`config.mk`:
```
export PLATFORM = sky130hd
export DESIGN_NAME = tdc_meas_sequencer
export DESIGN_NICKNAME = d
export VERILOG_FILES = /design/src/rtl/tdc_seq_pkg.sv /design/src/rtl/tdc_therm_encoder.sv /design/src/rtl/tdc_meas_sequencer.sv
export SDC_FILE = /design/constraint.sdc
export NUM_CORES = 1
export LEC_CHECK = 0
export CAP_MARGIN = 20
export CORE_MARGIN = 2
export CORE_UTILIZATION = 55
export CTS_BUF_LIST = sky130_fd_sc_hd__clkbuf_16
export CTS_CLUSTER_DIAMETER = 30
export DETAILED_ROUTE_END_ITERATION = 7
export PLACE_DENSITY = 0.8
export SETUP_SLACK_MARGIN = 0.15
export SYNTH_ARGS = -nofsm -noshare
export SYNTH_HDL_FRONTEND = slang
export SYNTH_SLANG_ARGS = --single-unit
```
`constraint.sdc`:
```
create_clock -name clk_i -period 11.25 [get_ports clk_i]
set_clock_uncertainty 0.1 [all_clocks]
set_input_delay 2.8125 -clock clk_i [delete_from_list [all_inputs] [get_ports clk_i]]
set_output_delay 2.8125 -clock clk_i [all_outputs]
set_load 0.02 [all_outputs]
```
`src/rtl/tdc_seq_pkg.sv`:
```
// Shared types and width helpers for the TDC measurement sequencer and its encoder.
package tdc_seq_pkg;

  typedef enum logic [2:0] {
    StIdle,
    StArm,
    StLaunch,
    StCapture,
    StAccum,
    StDone
  } tdc_state_e;

  localparam int unsigned TapsDefault       = 32;
  localparam int unsigned MaxAvgLog2Default = 7;
  localparam int unsigned AvgCfgW           = 3;
  localparam int unsigned SettleW           = 4;

  // Width of a popcount that can reach TAPS inclusive.
  function automatic int unsigned enc_width(input int unsigned taps);
    return $clog2(taps + 1);
  endfunction

  localparam int unsigned EncWDefault = enc_width(TapsDefault);
  localparam int unsigned AccWDefault = EncWDefault + MaxAvgLog2Default;

endpackage

```
`src/rtl/tdc_therm_encoder.sv`:
```
// Bubble-tolerant thermometer encoder: popcount plus bubble and all-ones detection.
module tdc_therm_encoder
  import tdc_seq_pkg::*;
#(
  parameter int unsigned TAPS = TapsDefault,
  localparam int unsigned ENC_W = enc_width(TAPS)
) (
  input  logic [TAPS-1:0]  therm_i,
  output logic [ENC_W-1:0] enc_o,
  output logic             bubble_o,
  output logic             ovf_o
);

  always_comb begin
    enc_o = '0;
    for (int unsigned i = 0; i < TAPS; i++) begin
      enc_o = enc_o + ENC_W'(therm_i[i]);
    end
  end

  // A zero tap followed by a one tap means the code is not a clean thermometer.
  always_comb begin
    bubble_o = 1'b0;
    for (int unsigned i = 0; i < TAPS - 1; i++) begin
      if (!therm_i[i] && therm_i[i+1]) begin
        bubble_o = 1'b1;
      end
    end
  end

  assign ovf_o = &therm_i;

endmodule

```
`src/rtl/tdc_meas_sequencer.sv`:
```
// Measurement controller: runs 2^avg arm/launch/capture cycles on the TDC delay line,
// accumulates encoded samples and reports sum, mean and sticky error flags.
module tdc_meas_sequencer
  import tdc_seq_pkg::*;
#(
  parameter int unsigned TAPS         = TapsDefault,
  parameter int unsigned MAX_AVG_LOG2 = MaxAvgLog2Default,
  localparam int unsigned ENC_W = enc_width(TAPS),
  localparam int unsigned ACC_W = ENC_W + MAX_AVG_LOG2
) (
  input  logic               clk_i,
  input  logic               rst_i,
  input  logic               ena_i,
  input  logic               start_i,
  input  logic [AvgCfgW-1:0] cfg_avg_log2_i,
  input  logic [SettleW-1:0] cfg_settle_i,
  output logic               tdc_arm_o,
  output logic               tdc_launch_o,
  output logic               tdc_capture_o,
  input  logic [TAPS-1:0]    tdc_therm_i,
  output logic               busy_o,
  output logic               result_valid_o,
  output logic [ACC_W-1:0]   result_sum_o,
  output logic [ENC_W-1:0]   result_mean_o,
  output logic               bubble_err_o,
  output logic               ovf_err_o
);

  localparam int unsigned SampW = MAX_AVG_LOG2;
  localparam logic [AvgCfgW-1:0] MaxAvg = AvgCfgW'(MAX_AVG_LOG2);
  localparam logic [SampW:0] SampOne = (SampW + 1)'(1);

  tdc_state_e state_q, state_d;

  logic [AvgCfgW-1:0] avg_q, avg_d;
  logic [SettleW-1:0] settle_q, settle_d;
  logic [SettleW-1:0] settle_cnt_q, settle_cnt_d;
  logic [SampW-1:0]   sample_cnt_q, sample_cnt_d;
  logic [TAPS-1:0]    therm_q, therm_d;
  logic [ACC_W-1:0]   acc_q, acc_d;
  logic               bub_acc_q, bub_acc_d;
  logic               ovf_acc_q, ovf_acc_d;
  logic [ACC_W-1:0]   sum_q, sum_d;
  logic [ENC_W-1:0]   mean_q, mean_d;
  logic               bubble_err_q, bubble_err_d;
  logic               ovf_err_q, ovf_err_d;

  logic               start_ok;
  logic [AvgCfgW-1:0] avg_clamped;
  logic               arm_done;
  logic               last_sample;
  logic [SampW:0]     n_samples;
  logic [SampW-1:0]   last_idx;
  logic [ENC_W-1:0]   enc;
  logic               enc_bubble;
  logic               enc_ovf;
  logic [ACC_W-1:0]   sum_next;

  tdc_therm_encoder #(
    .TAPS(TAPS)
  ) u_encoder (
    .therm_i  (therm_q),
    .enc_o    (enc),
    .bubble_o (enc_bubble),
    .ovf_o    (enc_ovf)
  );

  assign start_ok    = (state_q == StIdle) && start_i && ena_i;
  assign avg_clamped = (cfg_avg_log2_i > MaxAvg) ? MaxAvg : cfg_avg_log2_i;
  assign arm_done    = (settle_cnt_q == settle_q);
  assign n_samples   = SampOne << avg_q;
  assign last_idx    = SampW'(n_samples - SampOne);
  assign last_sample = (sample_cnt_q == last_idx);
  assign sum_next    = acc_q + ACC_W'(enc);

  // State register
  always_ff @(posedge clk_i) begin
    if (rst_i) begin
      state_q <= StIdle;
    end else begin
      state_q <= state_d;
    end
  end

  // Next-state logic; dropping ena aborts any measurement in flight
  always_comb begin
    state_d = state_q;
    if (!ena_i) begin
      state_d = StIdle;
    end else begin
      unique case (state_q)
        StIdle:    if (start_i) state_d = StArm;
        StArm:     if (arm_done) state_d = StLaunch;
        StLaunch:  state_d = StCapture;
        StCapture: state_d = StAccum;
        StAccum:   state_d = last_sample ? StDone : StArm;
        StDone:    state_d = StIdle;
        default:   state_d = StIdle;
      endcase
    end
  end

  // Output decode
  always_comb begin
    tdc_arm_o      = 1'b0;
    tdc_launch_o   = 1'b0;
    tdc_capture_o  = 1'b0;
    result_valid_o = 1'b0;
    unique case (state_q)
      StArm: tdc_arm_o = 1'b1;
      StLaunch: begin
        tdc_arm_o    = 1'b1;
        tdc_launch_o = 1'b1;
      end
      StCapture: tdc_capture_o  = 1'b1;
      StDone:    result_valid_o = 1'b1;
      default: ;
    endcase
    busy_o = (state_q != StIdle);
  end

  // Datapath next-state: config latch, counters, capture, accumulate and publish
  always_comb begin
    avg_d        = avg_q;
    settle_d     = settle_q;
    settle_cnt_d = '0;
    sample_cnt_d = sample_cnt_q;
    therm_d      = therm_q;
    acc_d        = acc_q;
    bub_acc_d    = bub_acc_q;
    ovf_acc_d    = ovf_acc_q;
    sum_d        = sum_q;
    mean_d       = mean_q;
    bubble_err_d = bubble_err_q;
    ovf_err_d    = ovf_err_q;

    if (start_ok) begin
      avg_d        = avg_clamped;
      settle_d     = cfg_settle_i;
      sample_cnt_d = '0;
      acc_d        = '0;
      bub_acc_d    = 1'b0;
      ovf_acc_d    = 1'b0;
    end

    if (ena_i) begin
      if (state_q == StArm && !arm_done) begin
        settle_cnt_d = settle_cnt_q + 1'b1;
      end
      if (state_q == StCapture) begin
        therm_d = tdc_therm_i;
      end
      if (state_q == StAccum) begin
        acc_d     = sum_next;
        bub_acc_d = bub_acc_q | enc_bubble;
        ovf_acc_d = ovf_acc_q | enc_ovf;
        if (last_sample) begin
          sum_d        = sum_next;
          mean_d       = ENC_W'(sum_next >> avg_q);
          bubble_err_d = bub_acc_q | enc_bubble;
          ovf_err_d    = ovf_acc_q | enc_ovf;
        end else begin
          sample_cnt_d = sample_cnt_q + 1'b1;
        end
      end
    end
  end

  always_ff @(posedge clk_i) begin
    if (rst_i) begin
      avg_q        <= '0;
      settle_q     <= '0;
      settle_cnt_q <= '0;
      sample_cnt_q <= '0;
      therm_q      <= '0;
      acc_q        <= '0;
      bub_acc_q    <= 1'b0;
      ovf_acc_q    <= 1'b0;
      sum_q        <= '0;
      mean_q       <= '0;
      bubble_err_q <= 1'b0;
      ovf_err_q    <= 1'b0;
    end else begin
      avg_q        <= avg_d;
      settle_q     <= settle_d;
      settle_cnt_q <= settle_cnt_d;
      sample_cnt_q <= sample_cnt_d;
      therm_q      <= therm_d;
      acc_q        <= acc_d;
      bub_acc_q    <= bub_acc_d;
      ovf_acc_q    <= ovf_acc_d;
      sum_q        <= sum_d;
      mean_q       <= mean_d;
      bubble_err_q <= bubble_err_d;
      ovf_err_q    <= ovf_err_d;
    end
  end

  assign result_sum_o  = sum_q;
  assign result_mean_o = mean_q;
  assign bubble_err_o  = bubble_err_q;
  assign ovf_err_o     = ovf_err_q;

endmodule

```
==> results.toml <==
[detailed_routing]
first_pass_iters = 7
ant_nets = 0
detail_route.wl_per_cell_um = 15.17
drc = 0
first_iter_violations = 250
drt_wl_total_um = 13460
num_vias = 5011
via_per_inst = 5.649

[timing]
final_max_slew_viol_count = 0
max_clock_freq_mhz = 139.3
final_hold_viol_count = 0
tightest_slew_ps = 1044
layout_worst_path_cycle_share_pct = 63.79
rsz0062_at_grt = "false"
min_period_ps = 7177
setup_viol = 0
fin_tns_setup_ps = 0
worst_slack_ps = 4073
relSlewSlack_pct = 30.24

[pwr]
p_sw_mw = 0.1605
p_sw_share_pct = 23.02
total_power_mw = 0.6973
powerDensity_nw_per_um2 = 105.8
internal-power_mw = 0.5368
p_leak_nw = 2.375
clockPowerShare_pct = 46.9
sequentialPowerShare_pct = 45.8
vdd_drop_max_v = 0.0001218
power_frac_comb_pct = 7.3

[clock_network]
hold_buffers = 0
cts_buffer_depth = 2
clk_latency_ps = 350
clock-sinks = 89
cts_buffers = 9
ctsHtreeMaxLevel = 3
post-cts-setup-buffers = 0
clkSlewWorstSetupHoldPaths_ps = 70
clockRootBuffer = "clkbuf_16"
cts-resized-gates = 0
cts_tree = "built"

[global_routing]
gr-total-overflow = 0
grt.total_usage_pct = 25.10
antenna_found_initial = 0
grt_pass1_vias = 4665
grt_pass1_wl_um = 22490
grt_max_degree = 91

[cells_and_area]
areaGrowthSynthToFinish_pct = 18.01
stdcell_count = 887
fin_util_pct = 67.13
nNetsFinal = 834
fillers = 885
n_antenna_cell = 0
drive_above_1_share_pct = 4.775

[setup_path]
cp_common_cell = "fa_1"
cpPeakStageDelay_ps = 550
cp_max_fo = 9
cp.arrival_ps = 7360
rr_startpoint = "therm_q[0]"
endpoint_kind = "register"
crit_type = "register to register"
crit_slowest_cell = "fa_1"
cp.required_ps = 11440
reg2reg_to = "result_mean_o[5]"
ff2ff_path_depth = 22
crit_start = "therm_q[0]"
worstPathCellList = "ha_1 > inv_1 > fa_1 > fa_1 > fa_1 > fa_1 > fa_1 > fa_1 > fa_1 > fa_1 > inv_1 > a21o_1 > a21oi_1 > xnor2_1 > ha_1 > o21ai_1 > o21ba_2 > or3_4 > xor2_1 > mux2_4 > a2111o_1 > o21ai_2"
ff2ff_setup_slack_ps = 4070
cp-start-kind = "register"

[logic_synthesis]
ys_seq_area_share_pct = 31.90
synth_cell_types = 68
synth_edf_count = 0
yosys_warnings = 0
synth_fp_nets = 796
syn_area_per_cell_um2 = 7.856
synthFlopType = "dfxtp_1"
netlist_instances = 711
async_flop_share_pct = 0
syn-cell-area_um2 = 5585
ys_ff_latch = 89

[floorplan]
initial_utilization_pct = 56.88
die_w_um = 104.8
pin_count = 69
dieArea_um2 = 10980
fp.dieH_um = 104.8
coreArea_um2 = 9819
num_rows = 36

[placed_design]
routabilityCongestion = 0.9197
portBuffers = 68
dp_slack_ps = 4107
dp_hpwl_um = 9824
place_inst = 870

[status]
status = "complete, no violations"

[worst_hold_path]
holdCritPathClass = "register to register"
holdPathEnd = "result_sum_o[2]"
hold_start = "result_sum_o[2]"
min_path_cells = 2

[flow_run]
drv_cap = 0
[layer usage]
layer | GRT usage, % | up-vias | wire length (um)
met5 | 0 | - | 0
met4 | 5.619 | 0 | 157
met3 | 6.051 | 17 | 755
met2 | 39.29 | 144 | 6119
met1 | 35.18 | 2342 | 6427
li1 | - | 2508 | -
[per-stage QoR]
step                      instance area [um^2]  hold WS (ps)
after CTS                                 6564         357.9
after global placement                    6245         337.5
after floorplan                           5585         341.1
after detailed placement                  6245         350.8
after global routing                      6591         376.7
final                                     6591         351.7
[cell usage in the layout (no fill, tap or decap), drive strengths merged, types with 3 or more instances in the layout]
cell	instances
nand2	122
dfxtp	89
a21oi	83
clkdlybuf4s50	67
inv	57
nor2	56
fa	25
nand3	23
o21ai	21
a211oi	19
ha	17
xnor2	13
nand4	12
nor3	10
xor2	9
nor2b	9
clkbuf	9
nor3b	8
mux2i	7
and3	7
mux2	7
nand2b	6
o22ai	5
nor4	5
or3	5
nand3b	4
and4	4
buf	4
a31oi	3
a21o	3
and3b	3
and2	3
o21bai	3
or2	3
[synth_stat cells (all sizes together), types with 12 or more instances]
| cell | number | share of area, % |
|---|---|---|
| dfxtp | 89 | 32 |
| nand4 | 12 | 1.3 |
| ha | 17 | 3.8 |
| o21ai | 21 | 1.9 |
| clkbuf | 34 | 2.3 |
| fa | 25 | 9.0 |
| a211oi | 19 | 2.6 |
| xnor2 | 13 | 2.0 |
| nor2 | 56 | 3.8 |
| a21oi | 83 | 7.5 |
| nand3 | 23 | 2.2 |
| inv | 53 | 3.6 |
| nand2 | 122 | 8.2 |
[power by group through the flow]
stage | Sequential (mW) | Clock [mW] | Combinational [mW]
after floorplan | 0.325 | 0 | 0.0301
after global placement | 0.327 | 0 | 0.0496
after detailed placement | 0.327 | 0 | 0.0505
after CTS | 0.319 | 0.332 | 0.0509
after global routing | 0.320 | 0.343 | 0.0565
final | 0.320 | 0.327 | 0.0508
[layout make-up]
| type | count | area, um^2 | share of cell area (%) |
|---|---|---|---|
| sequential | 89 | 1782 | 27.03 |
| multi-input combinational | 525 | 3405 | 51.65 |
| timing repair buffer | 71 | 718.2 | 10.90 |
| tap | 133 | 166.4 | 2.525 |
| clock inverter | 7 | 93.84 | 1.424 |
| inverter | 53 | 201.4 | 3.056 |
| clock buffer | 9 | 225.2 | 3.417 |
[cells by family after synthesis]
| kind of cell | count (synthesis) | share of synthesized area, % |
|---|---|---|
| buf+inv | 97 | 7.146 |
| compound gates | 161 | 17.59 |
| mux | 14 | 2.733 |
| fa+ha+maj | 42 | 12.77 |
| simple gates | 286 | 24.42 |
| flops | 89 | 31.90 |
| xor+xnor | 22 | 3.450 |
[critical path: cells and delay by family, from the launching register on]
| kind | cells | cell delay, ps |
|---|---|---|
| AO/OA/AOI/OAI | 6 | 1110 |
| XOR/XNOR | 2 | 300 |
| buffers and inverters | 2 | 140 |
| multiplexers | 1 | 260 |
| adder cells (fa/ha/maj) | 10 | 4480 |
| AND/OR/NAND/NOR | 1 | 380 |
| flip-flops | 1 | 330 |
[flip-flops by register name, summed over array words and instances (netlist names)]
name / cells
ovf_err_o: 1
acc_q: 13
result_sum_o: 13
avg_q: 3
bubble_err_o: 1
ovf_acc_q: 1
settle_q: 4
therm_q: 32
bub_acc_q: 1
settle_cnt_q: 4
sample_cnt_q: 7
result_mean_o: 6
state_q: 3
[worst max path at each step]
stage,cells past startpoint,endpoint,slack (ps)
after floorplan,23,result_mean_o[5],4450
after global placement,22,result_mean_o[5],4260
after detailed placement,22,result_mean_o[5],4110
after CTS,22,result_mean_o[5],4080
after global routing,23,result_mean_o[1],3770
final,22,result_mean_o[5],4070
(Power assumes the default switching activity.)
